==> config.mk <==
export PLATFORM = sky130hd
export DESIGN_NAME = pong_match_ctrl
export DESIGN_NICKNAME = d
export VERILOG_FILES = /design/src/rtl/pong_match_ctrl.sv
export SDC_FILE = /design/constraint.sdc
export NUM_CORES = 1
export LEC_CHECK = 0
export CAP_MARGIN = 10
export CELL_PAD_IN_SITES_DETAIL_PLACEMENT = 1
export CELL_PAD_IN_SITES_GLOBAL_PLACEMENT = 1
export CORE_ASPECT_RATIO = 0.75
export CORE_MARGIN = 1
export CORE_UTILIZATION = 41
export CTS_BUF_LIST = sky130_fd_sc_hd__clkbuf_2 sky130_fd_sc_hd__clkbuf_4 sky130_fd_sc_hd__clkbuf_8
export DETAILED_ROUTE_END_ITERATION = 16
export GPL_TIMING_DRIVEN = 1
export PLACE_DENSITY = 0.85
export SLEW_MARGIN = 20
export SYNTH_ARGS = -nofsm -noshare
export SYNTH_HDL_FRONTEND = slang
export SYNTH_SLANG_ARGS = --single-unit
export TNS_END_PERCENT = 20
==> constraint.sdc <==
create_clock -name sys_clk -period 2.3 [get_ports sys_clk]
set_clock_uncertainty 0.2 [all_clocks]
set_input_delay 0.46 -clock sys_clk [delete_from_list [all_inputs] [get_ports sys_clk]]
set_output_delay 0.46 -clock sys_clk [all_outputs]
set_load 0.03 [all_outputs]
==> src/rtl/pong_match_ctrl.sv <==
// pong_match_ctrl
// ---------------
// Match sequencer for a two-player pong game. It tracks both scores, runs the
// serve delay, handles pause, declares the winner and picks the ball speed
// level from whichever player is currently ahead.
//
// Ports
//   sys_clk     single clock, everything changes on its rising edge
//   reset       synchronous, active-high
//   start_btn   debounced level, rising edge starts/restarts a match
//   pause_btn   debounced level, rising edge toggles pause during play
//   frame_tick  one-cycle pulse per video frame
//   p1_point    one-cycle pulse, player 1 scored
//   p2_point    one-cycle pulse, player 2 scored
//   ball_run    ball engine advances only while high
//   ball_load   one-cycle pulse that recentres the ball
//   serve_dir   0 serves toward player 1 (left), 1 toward player 2 (right)
//   speed_lvl   ball speed level 0..2
//   p1_score    player 1 score
//   p2_score    player 2 score
//   winner      00 none, 01 player 1, 10 player 2
//   state_o     current state encoding

module pong_match_ctrl #(
    parameter int WIN_SCORE    = 9,
    parameter int SERVE_FRAMES = 60,
    parameter int LVL1_SCORE   = 4,
    parameter int LVL2_SCORE   = 8
) (
    input  logic       sys_clk,
    input  logic       reset,
    input  logic       start_btn,
    input  logic       pause_btn,
    input  logic       frame_tick,
    input  logic       p1_point,
    input  logic       p2_point,
    output logic       ball_run,
    output logic       ball_load,
    output logic       serve_dir,
    output logic [1:0] speed_lvl,
    output logic [3:0] p1_score,
    output logic [3:0] p2_score,
    output logic [1:0] winner,
    output logic [2:0] state_o
);

    typedef enum logic [2:0] {
        IDLE   = 3'd0,
        LOAD   = 3'd1,
        SERVE  = 3'd2,
        PLAY   = 3'd3,
        PAUSED = 3'd4,
        DONE   = 3'd5
    } state_t;

    localparam logic [3:0] WIN_VAL   = 4'(WIN_SCORE);
    localparam logic [7:0] SERVE_VAL = 8'(SERVE_FRAMES);
    localparam logic [4:0] LVL1_VAL  = 5'(LVL1_SCORE);
    localparam logic [4:0] LVL2_VAL  = 5'(LVL2_SCORE);

    state_t     state_q, state_d;
    logic [7:0] serve_cnt_q, serve_cnt_d;
    logic [3:0] p1_q, p1_d;
    logic [3:0] p2_q, p2_d;
    logic [1:0] winner_q, winner_d;
    logic       dir_q, dir_d;
    logic [1:0] lvl_q, lvl_d;
    logic       start_prev_q, pause_prev_q;
    logic       start_rise, pause_rise;
    logic [3:0] lead_score;

    // Button edges come from comparing each level with last cycle's value.
    // The previous-value registers reset to 1 so a button held through
    // reset does not look like a fresh press.
    assign start_rise = start_btn & ~start_prev_q;
    assign pause_rise = pause_btn & ~pause_prev_q;

    assign lead_score = (p1_q >= p2_q) ? p1_q : p2_q;

    // Next-state and datapath decisions. Points win over a simultaneous
    // pause press, and a double point replays the rally without scoring.
    always_comb begin
        state_d     = state_q;
        serve_cnt_d = serve_cnt_q;
        p1_d        = p1_q;
        p2_d        = p2_q;
        winner_d    = winner_q;
        dir_d       = dir_q;

        if ({1'b0, lead_score} < LVL1_VAL) begin
            lvl_d = 2'd0;
        end else if ({1'b0, lead_score} < LVL2_VAL) begin
            lvl_d = 2'd1;
        end else begin
            lvl_d = 2'd2;
        end

        case (state_q)
            IDLE: begin
                if (start_rise) begin
                    state_d = LOAD;
                end
            end
            LOAD: begin
                serve_cnt_d = 8'd0;
                state_d     = SERVE;
            end
            SERVE: begin
                if (frame_tick) begin
                    serve_cnt_d = serve_cnt_q + 8'd1;
                    if (serve_cnt_q + 8'd1 == SERVE_VAL) begin
                        state_d = PLAY;
                    end
                end
            end
            PLAY: begin
                if (p1_point && p2_point) begin
                    state_d = LOAD;
                end else if (p1_point) begin
                    p1_d = p1_q + 4'd1;
                    if (p1_q + 4'd1 == WIN_VAL) begin
                        winner_d = 2'b01;
                        state_d  = DONE;
                    end else begin
                        dir_d   = 1'b1;
                        state_d = LOAD;
                    end
                end else if (p2_point) begin
                    p2_d = p2_q + 4'd1;
                    if (p2_q + 4'd1 == WIN_VAL) begin
                        winner_d = 2'b10;
                        state_d  = DONE;
                    end else begin
                        dir_d   = 1'b0;
                        state_d = LOAD;
                    end
                end else if (pause_rise) begin
                    state_d = PAUSED;
                end
            end
            PAUSED: begin
                if (pause_rise) begin
                    state_d = PLAY;
                end
            end
            DONE: begin
                if (start_rise) begin
                    p1_d     = 4'd0;
                    p2_d     = 4'd0;
                    winner_d = 2'b00;
                    dir_d    = 1'b0;
                    lvl_d    = 2'd0;
                    state_d  = LOAD;
                end
            end
            default: begin
                state_d = IDLE;
            end
        endcase
    end

    // State and datapath registers. The speed level register samples the
    // already-registered scores, so it trails a score change by one cycle.
    always_ff @(posedge sys_clk) begin
        if (reset) begin
            state_q      <= IDLE;
            serve_cnt_q  <= 8'd0;
            p1_q         <= 4'd0;
            p2_q         <= 4'd0;
            winner_q     <= 2'b00;
            dir_q        <= 1'b0;
            lvl_q        <= 2'd0;
            start_prev_q <= 1'b1;
            pause_prev_q <= 1'b1;
        end else begin
            state_q      <= state_d;
            serve_cnt_q  <= serve_cnt_d;
            p1_q         <= p1_d;
            p2_q         <= p2_d;
            winner_q     <= winner_d;
            dir_q        <= dir_d;
            lvl_q        <= lvl_d;
            start_prev_q <= start_btn;
            pause_prev_q <= pause_btn;
        end
    end

    assign ball_run  = (state_q == PLAY);
    assign ball_load = (state_q == LOAD);
    assign serve_dir = dir_q;
    assign speed_lvl = lvl_q;
    assign p1_score  = p1_q;
    assign p2_score  = p2_q;
    assign winner    = winner_q;
    assign state_o   = state_q;

endmodule

=== After elaboration in Yosys (flattened, before gate mapping) ===
Cells that the tools add are included.

* Add/subtract/negate cells: 3
* Multiply operators: 0
* Div/mod/pow operators: 0
* Magnitude comparators: 3
* Eq/ne operators: 23
* Shift operators: 0
* Muxes and demuxes: 40
* Bitwise gates (word level): 4
* Reduce and logical (&&, ||, !) cells: 11

{| class="wikitable"
|+ Operators by type and width
! cell !! number
|-
| 2-to-1 mux 3 bit || 10
|-
| 2-to-1 mux 4 bit || 7
|-
| 2-to-1 mux 2 bit || 10
|-
| != test 2 bit (second input constant) || 8
|-
| case mux 4 bit (2 select lines) || 2
|-
| case mux 8 bit (2 select lines) || 1
|-
| case mux 3 bit (5 select lines) || 1
|-
| AND reduction 6 bit || 2
|-
| AND reduction 5 bit || 2
|-
| != test 3 bit (second input constant) || 3
|-
| adder 4 x 1 -> 4 bit (second input constant) || 2
|-
| adder 8 x 1 -> 8 bit (second input constant) || 1
|-
| equality test 4 bit (second input constant) || 2
|-
| equality test 8 x 6 -> 1 bit (second input constant) || 1
|-
| 2-to-1 mux 8 bit || 1
|-
| equality test 3 x 2 -> 1 bit (second input constant) || 2
|-
| equality test 3 bit (second input constant) || 2
|-
| 2-to-1 mux 1 bit || 6
|-
| != test 3 x 2 -> 1 bit (second input constant) || 2
|-
| != test 5 x 3 -> 1 bit (second input constant) || 1
|-
| >= comparator 4 bit || 1
|-
| < comparator 4 x 3 -> 1 bit (second input constant) || 1
|-
| < comparator 4 bit (second input constant) || 1
|-
| case mux 2 bit (2 select lines) || 1
|-
| 11 further kinds || 14
|}

* Register bits after elaboration: 26
* Latch bits: 0
* Bits in writable memories: 0
* Memory bits (read-only): 0
* Input bits: 7
* Output and inout port bits: 18
* Logic and storage cells: 93
* Memories: 0

=== Logic depth before layout (Yosys ltp) ===
Gate-level depths: netlist (run 1).

* Depth after elaboration: 7
* Gate-level depth with buffers: 7
* Depth with buffers taken out: 7

=== Worst setup path after synthesis (run 1) ===
Ideal clock, no wire load.

* Kind: register to register
* From: reg state_q[0], in the netlist state_o[0]
* To: reg serve_cnt_q[2]
* Setup time: 0.132 ns
* Data arrival time: 1.803 ns
* Path slack: 0.165 ns
* Cell stages (with the launch flop): 7
* Buffers on the path: 1
* Path through: dfxtp_1 -> buf_2 -> or3b_2 -> inv_1 -> nor2_1 -> o21ai_0 -> a21oi_1

* Cells in the longest elaborated chain, start to end: 3
* Elaborated cells on any way between the ends: 6
* Classes of those cells: eq/ne (3); mux (1); reduce/logical (2)

{| class="wikitable"
|+ RTL lines
! what !! RTL line !! RTL
|-
| start: declaration || 61 || <nowiki>state_t state_q, state_d;</nowiki>
|-
| start signal: assignment || 176 || <nowiki>state_q <= state_d;</nowiki>
|-
| equality test 3 x 1 -> 1 bit * || - ||
|-
| net ball_load || 38 || <nowiki>output logic ball_load,</nowiki>
|-
| nonzero test 2 bit (no line) || - ||
|-
| AND reduction 2 bit (no line) || - ||
|-
| end signal: assignment || 177 || <nowiki>serve_cnt_q <= serve_cnt_d;</nowiki>
|-
| end: declaration || 62 || <nowiki>logic [7:0] serve_cnt_q, serve_cnt_d;</nowiki>
|}

Mark *: on every way through the listed nets, which the timed path passes. The rest lies on a longest branch.
A chain may end at the register's enable or synchronous reset.

=== Final worst setup path (run 1) ===
* From: reg state_q[2], in the netlist state_o[2]
* To: out state_o[2]

{| class="wikitable"
|+ RTL lines
! what !! RTL line !! RTL
|-
| end: declaration || 44 || <nowiki>output logic [2:0] state_o</nowiki>
|}

No word-level cell between the ends.

==> results of run 1 <==
==> power groups by stage <==
stage	Sequential (mW)	Combinational, mW	Clock [mW]
after global placement	0.472	0.0975	0
after floorplan	0.474	0.0534	0
after detailed placement	0.472	0.101	0
after global routing	0.463	0.112	0.333
after CTS	0.462	0.104	0.306
final	0.462	0.105	0.301
==> metrics by stage <==
step | setup TNS, ps | setup WS (ps) | hold slack, ps | power [mW]
floorplan | 0 | 165 | 227 | 0.527
global placement | -364 | -145 | 246 | 0.569
detailed placement | -632 | -154 | 252 | 0.573
CTS | 0 | 26.9 | 265 | 0.872
global route | 0 | 30.0 | 291 | 0.908
finish | 0 | 132 | 267 | 0.868
==> layer usage <==
layer	global-route usage	up-vias	part of all wire
li1	-	772	-
met1	0.366	794	0.48
met2	0.402	43	0.47
met3	0.0395	8	0.036
met4	0.0620	0	0.015
met5	0	-	0
==> layout make-up <==
type | instances | area, um2 | share of cell area
tap | 52 | 65.1 | 0.0321
clock buffer | 4 | 55.1 | 0.0271
multi-input combinational | 157 | 1010 | 0.500
inverter | 8 | 30.0 | 0.0148
sequential | 26 | 523 | 0.258
timing repair buffer | 38 | 342 | 0.168
==> flip-flops by register name (all words and copies together) (netlist names) <==
| name | cells |
|---|---|
| pause_prev_q | 1 |
| winner | 2 |
| serve_cnt_q | 8 |
| start_prev_q | 1 |
| p1_score | 4 |
| state_o | 3 |
| p2_score | 4 |
| serve_dir | 1 |
| speed_lvl | 2 |
==> synthesized netlist by cell type (5+ instances only) <==
| master | count |
|---|---|
| nor2_1 | 23 |
| o21ai_0 | 14 |
| dfxtp_1 | 26 |
| or3_1 | 5 |
| and2_1 | 6 |
| mux2i_1 | 6 |
| inv_1 | 8 |
| nand2_1 | 16 |
| nand3b_1 | 6 |
| ha_1 | 10 |
| a21oi_1 | 19 |
| nand3_1 | 11 |
==> repair_timing <==
| item | CTS | global route |
|---|---|---|
| hold buffers | 0 | 0 |
| hold endpoints to repair | 0 | 0 |
| endpoints found under the setup margin | 1 | 3 |
| gates resized for setup | 2 | 2 |
==> kinds of logic after synthesis <==
group | after synthesis
AO/OA/AOI/OAI | 49
XOR/XNOR | 4
adder cells (fa/ha/maj) | 10
buffers and inverters | 16
flip-flops | 26
multiplexers | 6
AND/OR/NAND/NOR | 88
==> worst paths after layout <==
kind,from,to,slack (ps),cells after the start
min reg2reg,serve_cnt_q[7],serve_cnt_q[7],270,1
max reg2reg,p1_score[0],winner[0],190,7
max,state_o[2],state_o[2],130,1
min,serve_cnt_q[7],serve_cnt_q[7],270,1
==> impl_metrics.yaml, run 1 <==
outcome:
  status: "completed"
floorplanning:
  io_pins: 25
  die_w_um: 74.6
  dieArea_um2: 4210
  fp.dieH_um: 56.4
  num_rows: 19
  start_util: 0.437
  fp.coreArea_um2: 3710
yosys:
  synth_xor_xnor_area_share: 0.0216
  synth_top_family_by_area: "simple AND/OR/NAND/NOR gates"
  synth_area_um2: 1620
  synthMuxAreaShare: 0.0371
  synth_ff_type: "dfxtp_1"
  synth_compound_area_frac: 0.198
  yosysTopAreaCell: "dfxtp_1"
  yosys_warnings: 0
  syn_avg_cell_area_um2: 8.14
  syn_inst: 199
  syn_nets: 216
  synth_edf_count: 0
  synth_fa_ha_area_frac: 0.0773
  yosysSeqAreaShare: 0.321
  async_reset_ff_frac: 0
  ys_seq_elements: 26
  ys_top_cells_by_area: "dfxtp_1 32%, ha_1 7.7%, a21oi_1 5.9%, nor2_1 5.3%, o21ai_0 4.3%"
  yosysUniqueCellTypes: 43
  yosys.area.top_type_share: 0.321
  synth-simple-area-share: 0.292
route:
  postRouteAntennaNets: 0
  drcViolationCount: 0
  via_per_inst: 5.67
  detail_route.first_pass.iterations: 4
  num_vias: 1617
  drt_iter0_drc: 64
  finalWirelength_mm: 4.85
  routedWlPerCell_um: 17.0
clock_network:
  clock_path_buffers: 2
  cts-root-buf: "clkbuf_8"
  cts_tree: "built"
  post_cts_buffers: 0
  path_clk_slew_ps: 90
  cts_made_buffers: 3
  cts.sinks: 26
  worstSkewPairLatency_ps: 270
  cts_max_level: 1
final_layout:
  drive_above_1_share: 0.120
  postLayoutCellArea_um2: 2030
  n_antenna_cell: 0
  layout.cells.non_filler: 285
  fin_util: 0.547
  layout_common_cells: "24 x dfxtp_1, 23 x nor2_1, 22 x clkdlybuf4s50_1"
  syn2layout_area_growth_pct: 25.3
  fillers: 458
  layout_commonest_cell: "dfxtp_1"
  fin_nets: 251
global_routing:
  grt_pass1_wl_mm: 8.20
  grt_max_degree: 15
  antenna_found_initial: 0
  grt_pass1_vias: 1617
  grt_overflow: 0
  grtUsageTotal: 0.256
setup_path:
  critPathArrivalTime_ps: 1510
  slowest_delay_ps: 730
  worstSetupEndpointType: "primary output"
  crit_required_ps: 1640
  crit_chain: "clkdlybuf4s50_1"
  cp.buffers_inverters: 1
  critPathTopFamily: "buffers and inverters"
  path_class: "reg -> out"
  worst_setup_path_start_kind: "register"
  crit_path_top_delay_cell: "clkdlybuf4s50_1"
  cp_max_fo: 8
timing:
  final.min_clock_period_ps: 2170
  drv_slew: 0
  tightest_slew_ps: 469
  period_share: 0.943
  rsz0062_at_grt: "no"
  finalHoldViolCount: 0
  finalSetupViolations: 0
  slew_headroom: 0.686
  max_freq_mhz: 461
power_and_ir_drop:
  p_int_mw: 0.654
  pwr-share-seq: 0.532
  powerDensity_nw_per_um2: 428
  switchingPower_mw: 0.214
  swShare: 0.246
  combPwrFrac: 0.121
  ir_drop_mv: 0.214
  p_clk_frac: 0.347
  leakage_nw: 0.758
place:
  place_area_um2: 1970
  dp.cells: 281
  dpl.hpwl_mm: 3.66
  place.port_buffers: 24
  gp_congestion: 0.811
job:
  maxCapViolCount: 0
hold_path:
  holdCritPathClass: "reg -> reg"
No activity file was read; power rests on OpenSTA's default activity.
==> run 2: changes to the inputs <==
Settings changed: CAP_MARGIN 10 to 20, CORE_ASPECT_RATIO 0.75 to 0.6, CTS_CLUSTER_DIAMETER set to 30.
==> run 2 against run 1 <==
Worst setup slack improved by 2.9 ps. Largest cell class unchanged. First-iteration DRC count increased by 3.1%. Critical path depth unchanged.
==> impl_metrics.yaml, run 2 (synthesized netlist as in run 1, its figures left out) <==
outcome:
  status: "completed"
clock_network:
  path_clk_slew_ps: 90
  cts_tree: "built"
  clock_path_buffers: 2
  postCtsHoldBufs: 0
  cts_max_level: 1
  worstSkewPairLatency_ps: 280
  cts.sinks: 26
  cts-root-buf: "clkbuf_8"
  post_cts_buffers: 0
  cts_made_buffers: 3
setup_path:
  critPathTopFamily: "buffers and inverters"
  cp_max_fo: 8
  crit_required_ps: 1640
  critPathArrivalTime_ps: 1510
  slowest_delay_ps: 730
  rrSetupSlack_ps: 170
  cp.buffers_inverters: 1
  worstSetupEndpointType: "primary output"
  crit_path_top_delay_cell: "clkdlybuf4s50_1"
  path_class: "reg -> out"
  crit_chain: "clkdlybuf4s50_1"
  worst_setup_path_start_kind: "register"
floorplanning:
  fp.dieH_um: 50.7
  start_util: 0.435
  io_pins: 25
  die_w_um: 83.1
  num_rows: 17
  dieArea_um2: 4210
  fp.coreArea_um2: 3720
power_and_ir_drop:
  p_clk_frac: 0.354
  swShare: 0.253
  switchingPower_mw: 0.221
  p_int_mw: 0.654
  design_power_total_mw: 0.876
  pwr-share-seq: 0.528
  powerDensity_nw_per_um2: 435
  leakage_nw: 0.753
  ir_drop_mv: 0.392
  combPwrFrac: 0.118
timing:
  max_freq_mhz: 462
  finalHoldViolCount: 0
  tightest_slew_ps: 471
  drv_slew: 0
  period_share: 0.941
  fin_ws_ps: 135
  finalSetupViolations: 0
  slew_headroom: 0.685
  final.min_clock_period_ps: 2170
  rsz0062_at_grt: "no"
route:
  drt_iter0_drc: 66
  num_vias: 1573
  drcViolationCount: 0
  via_per_inst: 5.64
  detail_route.first_pass.iterations: 4
  finalWirelength_mm: 4.71
  routedWlPerCell_um: 16.9
  postRouteAntennaNets: 0
place:
  dpl.hpwl_mm: 3.62
  pre_cts_ws_ps: -236
  dp.cells: 275
  gp_congestion: 0.798
  place.port_buffers: 24
hold_path:
  holdCritPathClass: "reg -> reg"
final_layout:
  fin_nets: 250
  layout.cells.non_filler: 279
  fin_util: 0.541
  layout_commonest_cell: "dfxtp_1"
  n_antenna_cell: 0
  top_register: "serve_cnt_q"
  syn2layout_area_growth_pct: 24.3
  drive_above_1_share: 0.112
  largest_reg_flops: 8
  layout_common_cells: "25 x dfxtp_1, 23 x nor2_1, 22 x clkdlybuf4s50_1"
global_routing:
  grt_pass1_wl_mm: 7.75
  antenna_found_initial: 0
  grtUsageTotal: 0.238
  grt_max_degree: 15
  grt_pass1_vias: 1546
  grt_overflow: 0
job:
  maxCapViolCount: 0
[run 2: changes by cell type in the layout (fill, tap and decap cells not counted), sizes merged]
| cell | delta |
|---|---|
| buf | -1 |
[run 2: timing repair]
action / 4_1_cts / 5_1_grt
gates resized for setup: 1 / 3
endpoints found under the setup margin: 1 / 3
cloned: 0 / 0
[run 2: power groups by stage]
stage	Sequential (mW)	Clock [mW]	Combinational [mW]
floorplan	0.474	0	0.0534
CTS	0.462	0.320	0.103
global route	0.464	0.342	0.111
finish	0.462	0.310	0.103
detailed placement	0.472	0	0.103
global placement	0.472	0	0.0987
[run 2: final timing paths]
| kind | from | end | depth (start not counted) |
|---|---|---|---|
| setup / recovery | p1_score[2] | p1_score[2] | 1 |
| hold / removal | winner[1] | winner[1] | 2 |
| setup reg to reg | p1_score[1] | winner[0] | 7 |
| hold reg to reg | winner[1] | winner[1] | 2 |
[run 2: area by class of cell]
cell class	count	area (um2)
Clock buffer	4	55.1
Fill cell	469	1710
Inverter	8	30.0
Multi-Input combinational cell	157	1010
Sequential cell	26	522
Tap cell	47	58.8
Timing Repair Buffer	37	334
[run 2: routing by layer]
layer / GRT usage / vias to the layer above / share of wire / wire, um
li1: - / 773 / - / -
met1: 0.354 / 761 / 0.54 / 2530
met2: 0.343 / 34 / 0.42 / 1970
met3: 0.0510 / 5 / 0.037 / 174
met4: 0.0603 / 0 / 0.0079 / 37
met5: 0 / - / 0 / 0
[run 2: per-stage QoR]
| stage | hold slack, ps | instance area [um2] | TNS [ps] |
|---|---|---|---|
| global route | 311 | 2010 | 0 |
| floorplan | 227 | 1620 | 0 |
| detailed placement | 271 | 1960 | -746 |
| finish | 285 | 2010 | 0 |
| global placement | 252 | 1960 | -110 |
| CTS | 284 | 2010 | 0 |
==> run 3: changes to the inputs <==
Settings changed: REMOVE_ABC_BUFFERS set to 1, TNS_END_PERCENT 20 to 30.
==> run 3 against run 2 <==
Count of clock-buffer cells in the layout did not move. Clock power rose by 2%. Largest power group unchanged. Register-to-register slack got worse by 30 ps. Combinational power rose by 6%. Flip-flop and latch count did not move.
==> impl_metrics.yaml, run 3 (synthesized netlist as in run 1, its figures left out) <==
clock_network:
  path_clk_slew_ps: 100
  cts.sinks: 26
  cts-root-buf: "clkbuf_8"
  worstSkewPairLatency_ps: 290
  post_cts_buffers: 0
  clock_path_buffers: 2
  cts_max_level: 1
  cts_made_buffers: 3
  cts_tree: "built"
route:
  routedWlPerCell_um: 16.9
  finalWirelength_mm: 4.70
  postRouteAntennaNets: 0
  via_per_inst: 5.67
  drt_iter0_drc: 93
  detail_route.first_pass.iterations: 4
  num_vias: 1581
  drcViolationCount: 0
timing:
  finalHoldViolCount: 0
  drv_slew: 0
  finalSetupViolations: 0
  rsz0062_at_grt: "no"
  max_freq_mhz: 442
  slew_headroom: 0.591
  tightest_slew_ps: 611
  period_share: 0.985
  final.min_clock_period_ps: 2260
place:
  dpl.hpwl_mm: 3.53
  dp.cells: 275
  gp_congestion: 0.829
  place.port_buffers: 24
setup_path:
  cp_max_fo: 6
  path_class: "reg -> out"
  crit_path_top_delay_cell: "or3b_2"
  worst_setup_path_start_kind: "register"
  critPathMostFrequentCell: "buf_4"
  worstSetupEndpointType: "primary output"
  crit_chain: "buf_4, or3b_2, inv_1, buf_4"
  critPathTopFamily: "simple AND/OR/NAND/NOR gates"
  critPathArrivalTime_ps: 1600
  cp.buffers_inverters: 3
  crit_required_ps: 1640
  slowest_delay_ps: 510
floorplanning:
  start_util: 0.435
  num_rows: 17
  dieArea_um2: 4210
  die_w_um: 83.1
  fp.dieH_um: 50.7
  fp.coreArea_um2: 3720
  io_pins: 25
outcome:
  status: "completed"
power_and_ir_drop:
  leakage_nw: 0.752
  ir_drop_mv: 0.229
  design_power_total_mw: 0.884
  powerDensity_nw_per_um2: 436
global_routing:
  grt_overflow: 0
  antenna_found_initial: 0
  grt_pass1_vias: 1480
  grtUsageTotal: 0.237
  grt_max_degree: 26
  grt_pass1_wl_mm: 7.73
final_layout:
  fin_nets: 250
  layout.cells.non_filler: 279
  layout_common_cells: "25 x dfxtp_1, 23 x nor2_1, 23 x clkdlybuf4s50_1"
  layout_commonest_cell: "dfxtp_1"
  drive_above_1_share: 0.112
  syn2layout_area_growth_pct: 25.3
  top_register: "serve_cnt_q"
  largest_reg_flops: 8
  n_antenna_cell: 0
job:
  maxCapViolCount: 0
hold_path:
  holdCritPathClass: "reg -> reg"
==> run 3: cell count changes in the layout (fill, tap and decap cells not counted), sizes merged <==
| cell | change |
|---|---|
| dlygate4sd2 | -1 |
| clkdlybuf4s50 | +1 |
==> run 3: worst paths after layout <==
path | startpoint | to | slack, ps | cells after the start
min | winner[1] | winner[1] | 270 | 2
max | state_o[0] | ball_load | 40 | 4
min reg2reg | winner[1] | winner[1] | 270 | 2
max reg2reg | p1_score[0] | speed_lvl[1] | 140 | 7
==> run 3: where the power goes <==
part,internal (mW),switching [mW]
logic,0.0474,0.0613
clock network,0.154,0.161
registers,0.455,0.00497
==> run 3: layer usage <==
layer / up-vias / GRT usage / part of all wire
li1: 780 / - / -
met1: 762 / 0.361 / 0.54
met2: 34 / 0.347 / 0.41
met3: 5 / 0.0444 / 0.047
met4: 0 / 0.0345 / 0.0053
met5: - / 0 / 0
==> run 3: metrics by stage <==
| stage | area [um2] | hold WS [ps] | setup WS, ps | utilization | setup TNS [ps] |
|---|---|---|---|---|---|
| 2_1_floorplan | 1560 | 227 | 136 | - | 0 |
| 3_3_place_gp | 1970 | 262 | -61.0 | 0.529 | -184 |
| 3_5_place_dp | 1970 | 263 | -181 | 0.529 | -667 |
| 4_1_cts | 2030 | 281 | 9.97 | 0.545 | 0 |
| 5_1_grt | 2030 | 303 | 0.270 | 0.545 | 0 |
| 6_report | 2030 | 272 | 35.6 | 0.545 | 0 |
==> run 3: worst reg2reg max path, cell delays in order (launching register included) <==
cell and delay, ps:
dfxtp_1 460, inv_1 100, ha_1 290, nand2b_1 140
a21o_1 170, a21o_1 190, a21oi_1 300, mux2i_1 250
==> run 3: area by class of cell <==
cell class                 instances  area, um2
sequential                        26        524
tap                               47       58.8
fill                             457       1690
clock buffer                       4       55.1
inverter                           8       30.0
multi-input combinational        157       1010
timing repair buffer              37        348
==> run 3: repair_timing <==
action | CTS | global route
endpoints found under the hold margin | 0 | 0
setup endpoints to repair | 2 | 2
gates resized for setup | 1 | 1
hold buffers | 0 | 0
